[src/rtl/plane_setup_sched.sv]
// plane_setup_sched: sequences the shared plane-equation setup unit, then walks one tile.
// Optional build macro PSS_PERF_EN adds perf_tiles / perf_stalls counter outputs.
module plane_setup_sched #(
    parameter int  NUM_ATTR  = 4,
    parameter int  SETUP_LAT = 3,
    parameter int  TILE_W    = 32,
    parameter int  TILE_H    = 32,
    localparam int ATTR_W    = (NUM_ATTR > 1) ? $clog2(NUM_ATTR) : 1
) (
    input  logic              clock,
    input  logic              reset,
    input  logic              tri_valid,
    output logic              tri_ready,
    input  logic [10:0]       tile_x_base,
    input  logic [10:0]       tile_y_base,
    input  logic              abort,
    output logic [ATTR_W-1:0] attr_sel,
    output logic              coef_we,
    output logic [ATTR_W-1:0] coef_idx,
    output logic [10:0]       x_ps,
    output logic [10:0]       y_ps,
    output logic              px_valid,
    input  logic              px_ready,
    output logic              span_last,
`ifdef PSS_PERF_EN
    output logic [31:0]       perf_tiles,
    output logic [31:0]       perf_stalls,
`endif
    output logic              tile_done
);

    localparam int LAT_W = (SETUP_LAT > 1) ? $clog2(SETUP_LAT) : 1;
    localparam int XW    = (TILE_W > 1) ? $clog2(TILE_W) : 1;
    localparam int YW    = (TILE_H > 1) ? $clog2(TILE_H) : 1;

    localparam logic [LAT_W-1:0]  LAT_MAX   = LAT_W'(SETUP_LAT - 1);
    localparam logic [ATTR_W-1:0] ATTR_LAST = ATTR_W'(NUM_ATTR - 1);
    localparam logic [XW-1:0]     X_LAST    = XW'(TILE_W - 1);
    localparam logic [YW-1:0]     Y_LAST    = YW'(TILE_H - 1);

    typedef enum logic [2:0] {
        S_IDLE,
        S_SETUP,
        S_ROW_PREP,
        S_WALK,
        S_DONE
    } state_t;

    state_t            state_q, state_d;
    logic              rdy_q;
    logic [10:0]       x_base_q, y_base_q;
    logic [ATTR_W-1:0] attr_q;
    logic [LAT_W-1:0]  lat_q;
    logic [XW-1:0]     xcnt_q;
    logic [YW-1:0]     ycnt_q;

    logic accept;
    logic lat_zero;
    logic x_last;
    logic y_last;

    assign accept   = (state_q == S_IDLE) && tri_valid && rdy_q;
    assign lat_zero = (lat_q == '0);
    assign x_last   = (xcnt_q == X_LAST);
    assign y_last   = (ycnt_q == Y_LAST);

    // State register
    always_ff @(posedge clock or posedge reset) begin
        if (reset) begin
            state_q <= S_IDLE;
        end else begin
            state_q <= state_d;
        end
    end

    // Next-state logic; abort wins from any busy state
    always_comb begin
        state_d = state_q;
        case (state_q)
            S_IDLE: begin
                if (accept) state_d = S_SETUP;
            end
            S_SETUP: begin
                if (lat_zero && attr_q == ATTR_LAST) state_d = S_ROW_PREP;
            end
            S_ROW_PREP: begin
                state_d = S_WALK;
            end
            S_WALK: begin
                if (px_ready && x_last) begin
                    state_d = y_last ? S_DONE : S_ROW_PREP;
                end
            end
            S_DONE: begin
                state_d = S_IDLE;
            end
            default: begin
                state_d = S_IDLE;
            end
        endcase
        if (abort && state_q != S_IDLE) state_d = S_IDLE;
    end

    // Bases, attribute select, latency and tile walk counters
    always_ff @(posedge clock or posedge reset) begin
        if (reset) begin
            rdy_q    <= 1'b0;
            x_base_q <= '0;
            y_base_q <= '0;
            attr_q   <= '0;
            lat_q    <= '0;
            xcnt_q   <= '0;
            ycnt_q   <= '0;
        end else begin
            rdy_q <= 1'b1;
            if (accept) begin
                x_base_q <= tile_x_base;
                y_base_q <= tile_y_base;
                attr_q   <= '0;
                lat_q    <= LAT_MAX;
                xcnt_q   <= '0;
                ycnt_q   <= '0;
            end else if (state_q == S_SETUP && !abort) begin
                if (!lat_zero) begin
                    lat_q <= lat_q - LAT_W'(1);
                end else if (attr_q != ATTR_LAST) begin
                    attr_q <= attr_q + ATTR_W'(1);
                    lat_q  <= LAT_MAX;
                end
            end else if (state_q == S_WALK && px_ready) begin
                if (!x_last) begin
                    xcnt_q <= xcnt_q + XW'(1);
                end else if (!y_last) begin
                    xcnt_q <= '0;
                    ycnt_q <= ycnt_q + YW'(1);
                end
            end
        end
    end

    // Outputs decoded from state and counters
    always_comb begin
        tri_ready = (state_q == S_IDLE) && rdy_q;
        attr_sel  = attr_q;
        coef_we   = (state_q == S_SETUP) && lat_zero && !abort;
        coef_idx  = attr_q;
        x_ps      = x_base_q + 11'(xcnt_q);
        y_ps      = y_base_q + 11'(ycnt_q);
        px_valid  = (state_q == S_WALK);
        span_last = (state_q == S_WALK) && x_last;
        tile_done = (state_q == S_DONE) && !abort;
    end

`ifdef PSS_PERF_EN
    logic [31:0] perf_tiles_q;
    logic [31:0] perf_stalls_q;

    // Free-running tile and backpressure counters
    always_ff @(posedge clock or posedge reset) begin
        if (reset) begin
            perf_tiles_q  <= '0;
            perf_stalls_q <= '0;
        end else begin
            if (tile_done) perf_tiles_q <= perf_tiles_q + 32'd1;
            if (px_valid && !px_ready) perf_stalls_q <= perf_stalls_q + 32'd1;
        end
    end

    assign perf_tiles  = perf_tiles_q;
    assign perf_stalls = perf_stalls_q;
`endif

endmodule

[config.mk]
export PLATFORM = sky130hd
export DESIGN_NAME = plane_setup_sched
export DESIGN_NICKNAME = d
export VERILOG_FILES = /design/src/rtl/plane_setup_sched.sv
export SDC_FILE = /design/constraint.sdc
export NUM_CORES = 1
export LEC_CHECK = 0
export ABC_AREA = 1
export ABC_CLOCK_PERIOD_IN_PS = 1900
export CELL_PAD_IN_SITES_DETAIL_PLACEMENT = 1
export CELL_PAD_IN_SITES_GLOBAL_PLACEMENT = 2
export CORE_MARGIN = 2
export CORE_UTILIZATION = 27
export CTS_BUF_LIST = sky130_fd_sc_hd__clkbuf_8
export CTS_CLUSTER_SIZE = 14
export DETAILED_ROUTE_END_ITERATION = 8
export PLACE_DENSITY = 0.85
export SLEW_MARGIN = 20
export SYNTH_ARGS = -nofsm -noshare
export SYNTH_HDL_FRONTEND = slang
export SYNTH_SLANG_ARGS = --single-unit
[constraint.sdc]
create_clock -name clock -period 1.9 [get_ports clock]
set_clock_uncertainty 0.15 [all_clocks]
set_input_delay 0.19 -clock clock [delete_from_list [all_inputs] [get_ports clock]]
set_output_delay 0.19 -clock clock [all_outputs]
set_load 0.02 [all_outputs]
* Word-level counts from Yosys, hierarchy flattened
Index checks and enable logic that the tools add are counted.
Operators by class: equal/unequal tests 15, add/subtract/negate cells 6, reduce and logical (&&, ||, !) cells 26, multiplexer cells 24
Operators by type and width (count):
- $mux W5 | 10
- $add A11 B5 Y11 | 2
- $mux W2 | 8
- $mux W3 | 5
- $logic_and A1 B1 Y1 | 12
- $pmux W3 S4 | 1
- $add A5 B1 Y5 const B | 2
- $eq A5 B5 Y1 const B | 2
- $reduce_bool A2 Y1 | 5
- $reduce_and A3 Y1 | 3
- $eq A3 B2 Y1 const B | 2
- $ne A2 B2 Y1 const B | 3
- $ne A3 B2 Y1 const B | 2
- $ne A3 B3 Y1 const B | 2
- $reduce_and A4 Y1 | 1
- $eq A3 B1 Y1 const B | 1
- $eq A3 B3 Y1 const B | 1
- $logic_not A3 Y1 | 1
- $ne A3 B1 Y1 const B | 1
- $reduce_bool A3 Y1 | 1
- $add A2 B1 Y2 const B | 1
- $eq A2 B2 Y1 const B | 1
- $logic_not A2 Y1 | 1
- $reduce_and A2 Y1 | 1
- 2 further kinds | 2
Word-level totals: register bits 40, input bits 27, output and inout bits 31, logic and storage cells 79

* Longest topological paths before layout
depth after elaboration 6, gate-level depth with buffers 12, mapped depth without buffers 12

* Least setup slack after synthesis
No wires, ideal clock.
kind flip-flop to output port, from register xcnt_q[0], to output port x_ps[6], required time 1560 ps, slack -86 ps, data arrival time 1646 ps, buffers on the path 0, cell stages (with the launch flop) 8, path through dfrtp_1 -> ha_1 -> inv_1 -> fa_1 -> inv_1 -> nand2_1 -> nand3_1 -> xor2_1
On the way: longest elaborated chain between the ends 1
Ends and longest elaborated chain:
- start, declared | RTL line 54 | logic [XW-1:0] xcnt_q;
- start signal, assigned | RTL line 132 | xcnt_q <= xcnt_q + XW'(1);
- $add A11 B5 Y11 | RTL line 147 | x_ps = x_base_q + 11'(xcnt_q);
- end, declared | RTL line 20 | output logic [10:0] x_ps,
Every way passes these cells.

* Worst setup path in the final report
from register y_base_q[0], to output port y_ps[4]
On the way: longest elaborated chain between the ends 1
Ends and longest elaborated chain:
- start, declared | RTL line 51 | logic [10:0] x_base_q, y_base_q;
- start signal, assigned | RTL line 118 | y_base_q <= tile_y_base;
- $add A11 B5 Y11 | RTL line 148 | y_ps = y_base_q + 11'(ycnt_q);
- end, declared | RTL line 21 | output logic [10:0] y_ps,
Every way passes these cells.

==> impl_metrics.toml <==
[run_status]
status = "complete, but fails checks"
violations = "setup timing"

[clocking]
cts_buffers = 5
clk_latency_ns = 0.31
clk_path_buf_depth = 2
h-tree-depth = 2
root_buffer = "clkbuf_8"
tritoncts = "done"
cts.sinks = 40
clk_transition_reported_paths_ns = 0.09
postCtsHoldBufs = 0

[timing]
fin_hold_ws_ns = 0.0927
rsz0062_at_grt = "true"
setup-tns-final_ns = -4.49
setup_viol = 33
setup_ws_ns = -0.271
finalHoldViolCount = 0
timing.fmax_mhz = 461
fin_crit_ns = 2.17
finalCritPeriodShare_pct = 114
final-max-slew-violation-count = 0

[yosys]
yosys_register_bits = 40
ys_top_cells_by_area = "dfrtp_1 (36%), nand2_1 (19%), ha_1 (7.6%), inv_1 (6.0%), nand3_1 (5.7%)"
synth_top_area_cell = "dfrtp_1"
yosysWarnings = 0
yosys.area.top_type_share_pct = 35.8
ys_seq_area_share_pct = 35.8
synthArstFlopShare_pct = 100
synth-edff-count = 0
synth_nets = 422
avgSynthCellArea_sq_um = 7.43
synth_cells = 376
yosysUniqueCellTypes = 33
synth_area_sq_um = 2800
synth-main-ff-cell = "dfrtp_1"

[setup_path]
cp_data_required_time_ns = 1.56
r2r_start = "xcnt_q[1]$_DFFE_PP0P_"
endpoint_kind = "primary output"
critical_path.max_fanout = 2
cp_slowest_cell = "dfrtp_1"
path_buf_inv = 2
rrSetupSlack_ns = -0.16
cp.arrival_ns = 1.83
crit_family = "adder cells"
crit_type = "register to primary output"
start_kind = "register"
cpPeakStageDelay_ns = 0.39
path_cells = "ha_2, fa_2, buf_6, a31oi_4, xnor2_1, buf_4"
crit_start = "y_base_q[0]$_DFFE_PP0P_"

[global_routing]
grt.total_usage_pct = 16.8
overflow = 0
grt_max_degree = 41
grt_pass1_wl_microns = 15100
grt_antenna_before_repair = 0
grt_pass1_vias = 3208

[cells_and_area]
layout-drive-gt1-share_pct = 44.7
layout.cells.non_filler = 650
utilization_pct = 47.2
area_growth_pct = 72.1
diodes = 0
nets = 559

[placement]
placedCellCount = 617
pre_cts_slack_ns = -0.587
dp_hpwl_microns = 6090
gp_congestion = 0.794
portBuffers = 57

[floorplanning]
die_h_microns = 106
start_util_pct = 27.4
dieArea_sq_um = 11200
die_x_microns = 106
io_pins = 58
fp.coreArea_sq_um = 10200
fp-row-count = 37

[worst_hold_path]
hp-class = "input port to async pin"

[power]
p_per_area_nw_per_um2 = 1220
p_leak_nw = 2.42
ir_drop_v = 0.000509

[routing]
wl_microns = 9170
first_pass_iters = 3
wl_per_cell_microns = 14.1
drt_iter0_drc = 67
drc = 0
num_vias = 2890
ant_nets = 0
vias_per_cell = 4.45

[run]
maxCapViolations = 0
[flip-flops by register name (all words and copies together) (netlist names)]
signal and flops:
y_base_q 11, state_q 3, lat_q 2, ycnt_q 5, rdy_q 1, xcnt_q 5, x_base_q 11, attr_sel 2
[tightest hold or removal path, delay by kind of cell]
family | cells | cell delay [ns]
buffers and inverters | 3 | 0.74
[stage by stage]
step	total power [W]	area, sq um
2_1_floorplan	0.00315	2810
3_3_place_gp	0.00449	3930
3_5_place_dp	0.00459	3930
4_1_cts	0.00572	4600
5_1_grt	0.00631	4810
6_report	0.00588	4810
[Yosys cell counts (3+ instances only)]
| cell | n |
|---|---|
| nor3_1 | 5 |
| nor2_1 | 25 |
| buf_6 | 4 |
| dfrtp_1 | 40 |
| a21oi_1 | 4 |
| nand3_1 | 32 |
| nand2_1 | 142 |
| nor2_4 | 3 |
| inv_1 | 45 |
| o21ai_2 | 9 |
| nand3b_1 | 3 |
| nand2_2 | 7 |
| nand4_1 | 4 |
| ha_1 | 17 |
| xnor2_1 | 3 |
| buf_4 | 3 |
| xor2_1 | 7 |
[metal layers]
layer	wire length [microns]	vias to the layer above	share of wire [%]	track usage, %
met2	4960	41	54	31.9
met4	133	0	1.5	4.70
met5	0	-	0	0
met1	3840	1403	42	19.2
met3	237	10	2.6	2.91
li1	-	1436	-	-
[logic make-up after synthesis]
kind of cell | after synthesis | synth area share (%)
xor+xnor | 10 | 3.13
buf+inv | 56 | 9.49
simple gates | 228 | 36.7
fa+ha+maj | 19 | 9.04
flops | 40 | 35.8
other cells | 1 | 0.134
compound gates | 22 | 5.69
[where the power goes]
part | switching (W) | internal (W)
clock | 0.000353 | 0.000295
sequential | 0.000327 | 0.00116
combinational | 0.00192 | 0.00182
total | 0.00260 | 0.00328
[timing repair]
action | CTS | global route
setup buffers | 21 | 5
endpoints found under the setup margin | 40 | 36
gates resized for setup | 229 | 39
pin swaps | 40 | 29
[final cells by class]
type                       count  area, sq um
fill                        1226         5370
clock buffer                   6         82.6
multi-input combinational    280         2060
timing repair buffer         138         1290
inverter                      48          188
tap                          136          170
sequential                    40         1000
clock inverter                 2         15.0
[path summary, 6_finish.rpt]
| check | end | cells past startpoint |
|---|---|---|
| max in group asynchronous | state_q[1]$_DFFE_PP0P_ | 3 |
| max reg2reg | ycnt_q[2]$_DFFE_PP0P_ | 15 |
| min | x_base_q[9]$_DFFE_PP0P_ | 3 |
| max | y_ps[4] | 6 |
| min in group clock | x_base_q[10]$_DFFE_PP0P_ | 3 |
| min reg2reg | y_base_q[10]$_DFFE_PP0P_ | 2 |
[cells in the final DEF (no fill, tap or decap), types with 13 or more instances in the layout]
master and instances:
buf_6 34, dfrtp_1 37, nand2_2 23, nand3_1 13, buf_4 65, inv_1 35
clkdlybuf4s50_1 30, nor2_1 20, nand2_1 118, nand3_2 14
(Power assumes the default switching activity.)
